### config.mk
export PLATFORM = sky130hd
export DESIGN_NAME = spi_master
export DESIGN_NICKNAME = d
export VERILOG_FILES = /design/src/rtl/spi_pkg.sv /design/src/rtl/spi_master.sv
export SDC_FILE = /design/constraint.sdc
export NUM_CORES = 1
export LEC_CHECK = 0
export CAP_MARGIN = 15
export CORE_ASPECT_RATIO = 0.6
export CORE_MARGIN = 2
export CORE_UTILIZATION = 59
export CTS_BUF_LIST = sky130_fd_sc_hd__clkbuf_2 sky130_fd_sc_hd__clkbuf_4 sky130_fd_sc_hd__clkbuf_8
export CTS_CLUSTER_SIZE = 40
export DETAILED_ROUTE_END_ITERATION = 6
export PLACE_DENSITY = 0.95
export SETUP_SLACK_MARGIN = 0.05
export SYNTH_ARGS = -nofsm -noshare
export SYNTH_HDL_FRONTEND = slang
export SYNTH_SLANG_ARGS = --single-unit
### constraint.sdc
create_clock -name clk -period 3.1 [get_ports clk]
set_input_delay 0.465 -clock clk [delete_from_list [all_inputs] [get_ports clk]]
set_output_delay 0.465 -clock clk [all_outputs]
set_load 0.02 [all_outputs]
### src/rtl/spi_pkg.sv
// Shared SPI link definitions: opcodes, frame lengths and the initiator FSM encoding.
// Imported by the SPI master and by anything else that speaks the same framing.
package spi_pkg;

    localparam logic [1:0] CMD_WR_ADDR = 2'b00;
    localparam logic [1:0] CMD_WR_DATA = 2'b01;
    localparam logic [1:0] CMD_RD_ADDR = 2'b10;
    localparam logic [1:0] CMD_RD_DATA = 2'b11;

    localparam int CMD_BITS  = 10;
    localparam int DATA_BITS = 8;

    typedef enum logic [2:0] {
        ST_IDLE,
        ST_START,
        ST_SEND,
        ST_WAIT,
        ST_RECV,
        ST_END
    } spi_state_t;

endpackage

### src/rtl/spi_master.sv
// Host-side SPI initiator: serializes one 10-bit command per request on MOSI under SS_n
// and, for read-data commands, captures the 8-bit reply from MISO.
module spi_master
    import spi_pkg::*;
#(
    parameter int RD_TURNAROUND = 1
) (
    input  logic       clk,
    input  logic       rst,
    input  logic       cmd_valid,
    output logic       cmd_ready,
    input  logic [1:0] cmd,
    input  logic [7:0] cmd_data,
    output logic       rd_valid,
    output logic [7:0] rd_data,
    output logic       busy,
    output logic       SS_n,
    output logic       MOSI,
    input  logic       MISO
);

    localparam logic [3:0] SEND_LAST = 4'(CMD_BITS - 1);
    localparam logic [3:0] WAIT_LAST = 4'(RD_TURNAROUND - 1);
    localparam logic [3:0] RECV_LAST = 4'(DATA_BITS - 1);

    spi_state_t r_state;
    spi_state_t w_stateNext;
    logic [3:0] r_cnt;
    logic [9:0] r_tx;
    logic [7:0] r_rx;
    logic       r_isRead;
    logic       r_ssN;
    logic       r_mosi;
    logic       r_rdValid;
    logic [7:0] r_rdData;
    logic       r_rstQ;
    logic       w_accept;
    logic       w_ssNNext;
    logic       w_mosiNext;
    logic       w_rxDone;

    assign w_accept = (r_state == ST_IDLE) && cmd_valid;
    assign w_rxDone = (r_state == ST_RECV) && (w_stateNext == ST_END);

    // Next state plus the values SS_n/MOSI must show once that state is entered,
    // so the registered pins line up with the state they belong to.
    always_comb begin
        w_stateNext = r_state;
        w_mosiNext  = 1'b0;
        case (r_state)
            ST_IDLE:  if (w_accept) w_stateNext = ST_START;
            ST_START: w_stateNext = ST_SEND;
            ST_SEND:  if (r_cnt == SEND_LAST) w_stateNext = r_isRead ? ST_WAIT : ST_END;
            ST_WAIT:  if (r_cnt == WAIT_LAST) w_stateNext = ST_RECV;
            ST_RECV:  if (r_cnt == RECV_LAST) w_stateNext = ST_END;
            ST_END:   w_stateNext = ST_IDLE;
            default:  w_stateNext = ST_IDLE;
        endcase
        if (w_stateNext == ST_START) begin
            w_mosiNext = cmd[1];
        end else if (w_stateNext == ST_SEND) begin
            w_mosiNext = r_tx[9];
        end
        w_ssNNext = !(w_stateNext inside {ST_START, ST_SEND, ST_WAIT, ST_RECV});
    end

    // A single-cycle reset aborts the frame but keeps the last read byte; only a held
    // reset (asserted on consecutive edges) clears rd_data.
    always_ff @(posedge clk) begin
        r_rstQ <= rst;
        if (rst) begin
            r_state   <= ST_IDLE;
            r_cnt     <= 4'd0;
            r_tx      <= '0;
            r_rx      <= '0;
            r_isRead  <= 1'b0;
            r_ssN     <= 1'b1;
            r_mosi    <= 1'b0;
            r_rdValid <= 1'b0;
            if (r_rstQ) begin
                r_rdData <= '0;
            end
        end else begin
            r_state   <= w_stateNext;
            r_ssN     <= w_ssNNext;
            r_mosi    <= w_mosiNext;
            r_rdValid <= w_rxDone;
            r_cnt     <= (w_stateNext != r_state) ? 4'd0 : r_cnt + 4'd1;
            if (w_accept) begin
                r_tx     <= {cmd, cmd_data};
                r_isRead <= (cmd == CMD_RD_DATA);
            end else if (w_stateNext == ST_SEND) begin
                r_tx <= {r_tx[8:0], 1'b0};
            end
            if (r_state == ST_RECV) begin
                r_rx <= {r_rx[6:0], MISO};
            end
            if (w_rxDone) begin
                r_rdData <= {r_rx[6:0], MISO};
            end
        end
    end

    assign cmd_ready = (r_state == ST_IDLE);
    assign busy      = !cmd_ready;
    assign SS_n      = r_ssN;
    assign MOSI      = r_mosi;
    assign rd_valid  = r_rdValid;
    assign rd_data   = r_rdData;

endmodule

==> flow_summary_export.csv <==
group,metric,value,unit
status,status,"completed",
global_routing,grt_pass1_wl,5954,µm
power_and_ir_drop,p_leak,0.0006828,µW
global_routing,grt_overflow_total,0,
floorplanning,die_w,72.33,µm
cts,clockRootBuffer,"clkbuf_8",
floorplanning,start_util,64.19,%
synth,synth_seq_area_share,49.66,%
synth,avgSynthCellArea,9.499,µm²
finish,final_area,2008,µm²
synth,synth_top_flop_cell,"dfxtp_1",
detailed_routing,drcViolationCount,0,
sta,grt_setup_unrepaired,"false",
sta,fin_skew,0.006548,ns
cts,clock_sinks,37,
synth,synth_nets,191,
synth,synth_common_cells,"dfxtp_1 (29), nand2_1 (18), nor2_1 (15), nand3_1 (11), a21oi_1 (10)",
sta,finalHoldViolCount,0,
cts,post_cts_buffers,0,
worst_setup_path,required,3.29,ns
placed_design,globalplace.congestion,0.7587,
synth,ys_ff_latch,37,
power_and_ir_drop,p_per_area,560.5,nW/µm²
cts,cts_tree,"done",
sta,setup_tns,0,ns
detailed_routing,vias,1398,
worst_setup_path,crit_end,"r_tx[1]$_SDFFE_PP0P_",
global_routing,grt_antenna_before_repair,0,
finish,drive_above_1_share,6.633,%
sta,layout_min_cycle_time,2.304,ns
job,cap_violations,0,
finish,num-nets-final,212,
synth,ys_warn_count,0,
synth,ys_types,40,
power_and_ir_drop,finalPower,1126,µW
finish,fin_util,77.99,%
min_path,hold_class,"register to register",
detailed_routing,post_drt_wl_per_cell,15.93,µm
worst_setup_path,reg2reg_depth,5,
sta,fmax,434.0,MHz
placed_design,hpwlAfterDp,2426,µm
floorplanning,ios,27,
placed_design,placed_area,1893,µm²
synth,yosysMostFrequentCell,"dfxtp_1",
min_path,worstHoldStart,"r_rx[6]$_SDFFE_PP0N_",
placed_design,io_buffers,26,
detailed_routing,drt_iter0_drc,162,
worst_setup_path,cp.buffers_inverters,0,
worst_setup_path,critical_path.cell_chain,"ha_1 > nand4bb_1 > a32oi_1 > o21ai_0 > a311oi_1",
worst_setup_path,max_stage_delay,0.77,ns
power_and_ir_drop,vdd_drop_max,434.2,µV
global_routing,grt_max_degree,35,
worst_setup_path,cp-end-kind,"register",
worst_setup_path,cp_slowest_cell,"a32oi_1",
cts,path_clk_slew,0.08,ns
worst_setup_path,reg2reg_setup_slack,0.80,ns
synth,synth_top_area_share,35.12,%
detailed_routing,first_pass_iters,4,
synth,synth_edf_count,8,
worst_setup_path,timing.rr.end,"r_tx[1]$_SDFFE_PP0P_",
floorplanning,dieArea,3255,µm²
sta,slew_headroom,36.29,%
floorplanning,die_h,45,µm
global_routing,grt_pass1_vias,1340,
placed_design,dp_slack,0.6776,ns
worst_setup_path,setup.worst_path.start_class,"register",
worst_setup_path,worstPathMaxFanout,12,
synth,syn_inst,174,
cts,cts_hold_buffers,0,
sta,setup_ws,0.7958,ns
synth,async_reset_ff_share,0,%
detailed_routing,route.final.wire_length,3631,µm
finish,syn_to_final_growth,21.50,%
cts,cts_buffers,5,
sta,report.final.slew_viol_count,0,
worst_setup_path,arrival,2.50,ns
global_routing,grt_use_total,24.51,%
synth,syn_area,1653,µm²
cts,htree_levels,2,
cts,clk_latency,0.29,ns
cts,cts_resized,0,
sta,worstMarginPinSlew,0.9557,ns
worst_setup_path,cp_top_family,"compound AO/OA/AOI/OAI gates",
worst_setup_path,r2r-start,"r_cnt[0]$_SDFF_PP0_",
detailed_routing,vias_per_cell,6.132,
sta,finalCritPeriodShare,74.33,%
cts,clk_path_buf_depth,2,
floorplanning,rows,14,
worst_setup_path,cp.depth,5,
sta,setup_violations,0,
synth,synth_area_leader_cell,"dfxtp_1",
finish,num_antenna_cells,0,
synth,synthTopCellsByArea,"dfxtp_1 (35%), edfxtp_1 (15%), a311oi_1 (4.8%)",
floorplanning,core,2575,µm²
worst_setup_path,worstSetupPathType,"register to register",
detailed_routing,ant_nets,0,
worst_setup_path,startpoint,"r_cnt[0]$_SDFF_PP0_",
-- power by group --
part	switching [µW]	internal, µW	total, µW
Sequential	22.5	518	541
Clock	176	241	417
Combinational	96.2	72.0	168
-- flip-flops by register name (all words and copies together), names as in the netlist --
register  cells
r_rx          7
rd_data       8
SS_n          1
rd_valid      1
MOSI          1
r_rstQ        1
r_state       3
r_isRead      1
r_tx         10
r_cnt         4
-- cell families after synthesis --
group | count (synthesis) | synth area share, %
AND/OR/NAND/NOR | 74 | 24.15
AO/OA/AOI/OAI | 41 | 17.64
flip-flops | 37 | 49.66
buffers and inverters | 17 | 5.223
adder cells (fa/ha/maj) | 3 | 2.271
XOR/XNOR | 2 | 1.060
-- layout make-up --
type                       count  area, µm²
sequential                    37      820.8
multi-input combinational    120      745.7
fill                         155      566.8
timing repair buffer          28      275.3
clock buffer                   5      68.82
clock inverter                 3      46.29
tap                           32      40.04
inverter                       3      11.26
-- layer usage --
layer / track usage [%] / vias up / wire length [µm]
met5: 0 / - / 0
li1: - / 675 / -
met3: 6.696 / 15 / 259
met4: 14.72 / 0 / 91
met2: 39.45 / 79 / 1646
met1: 30.16 / 629 / 1633
-- per-stage QoR --
stage          hold WS, ns  cells
5_1_grt             0.4889    228
4_1_cts             0.4684    228
3_5_place_dp        0.4446    220
2_1_floorplan       0.4318    174
6_report            0.4682    228
3_3_place_gp        0.4431    220
-- worst min-delay path: cells and delay by family (launching register included) --
family           cells  cell delay [ns]
AO/OA/AOI/OAI        1             0.06
AND/OR/NAND/NOR      1             0.05
flip-flops           1             0.31
-- cells in the final DEF, fill, tap and decap left out, drive strengths merged, types with 2 or more instances in the layout --
cell type,count
edfxtp,8
ha,3
nor3b,3
clkbuf,5
and2b,2
nand2,18
clkdlybuf4s50,26
a21oi,10
nor2,15
nor3,5
or4b,2
nand4bb,2
nor2b,8
a311oi,9
nand3b,2
buf,2
dfxtp,29
nand3,11
o21ai,13
inv,3
a32oi,2
-- worst min path at each step --
stage / end / depth (start not counted)
6_report: r_rx[6]$_SDFFE_PP0N_ / 2
5_1_grt: r_rx[6]$_SDFFE_PP0N_ / 2
4_1_cts: r_rx[6]$_SDFFE_PP0N_ / 2
3_5_place_dp: r_rx[6]$_SDFFE_PP0N_ / 2
3_3_place_gp: r_rx[6]$_SDFFE_PP0N_ / 2
2_1_floorplan: r_rx[6]$_SDFFE_PP0N_ / 2
Note: power is estimated with default switching activity, not from simulation.
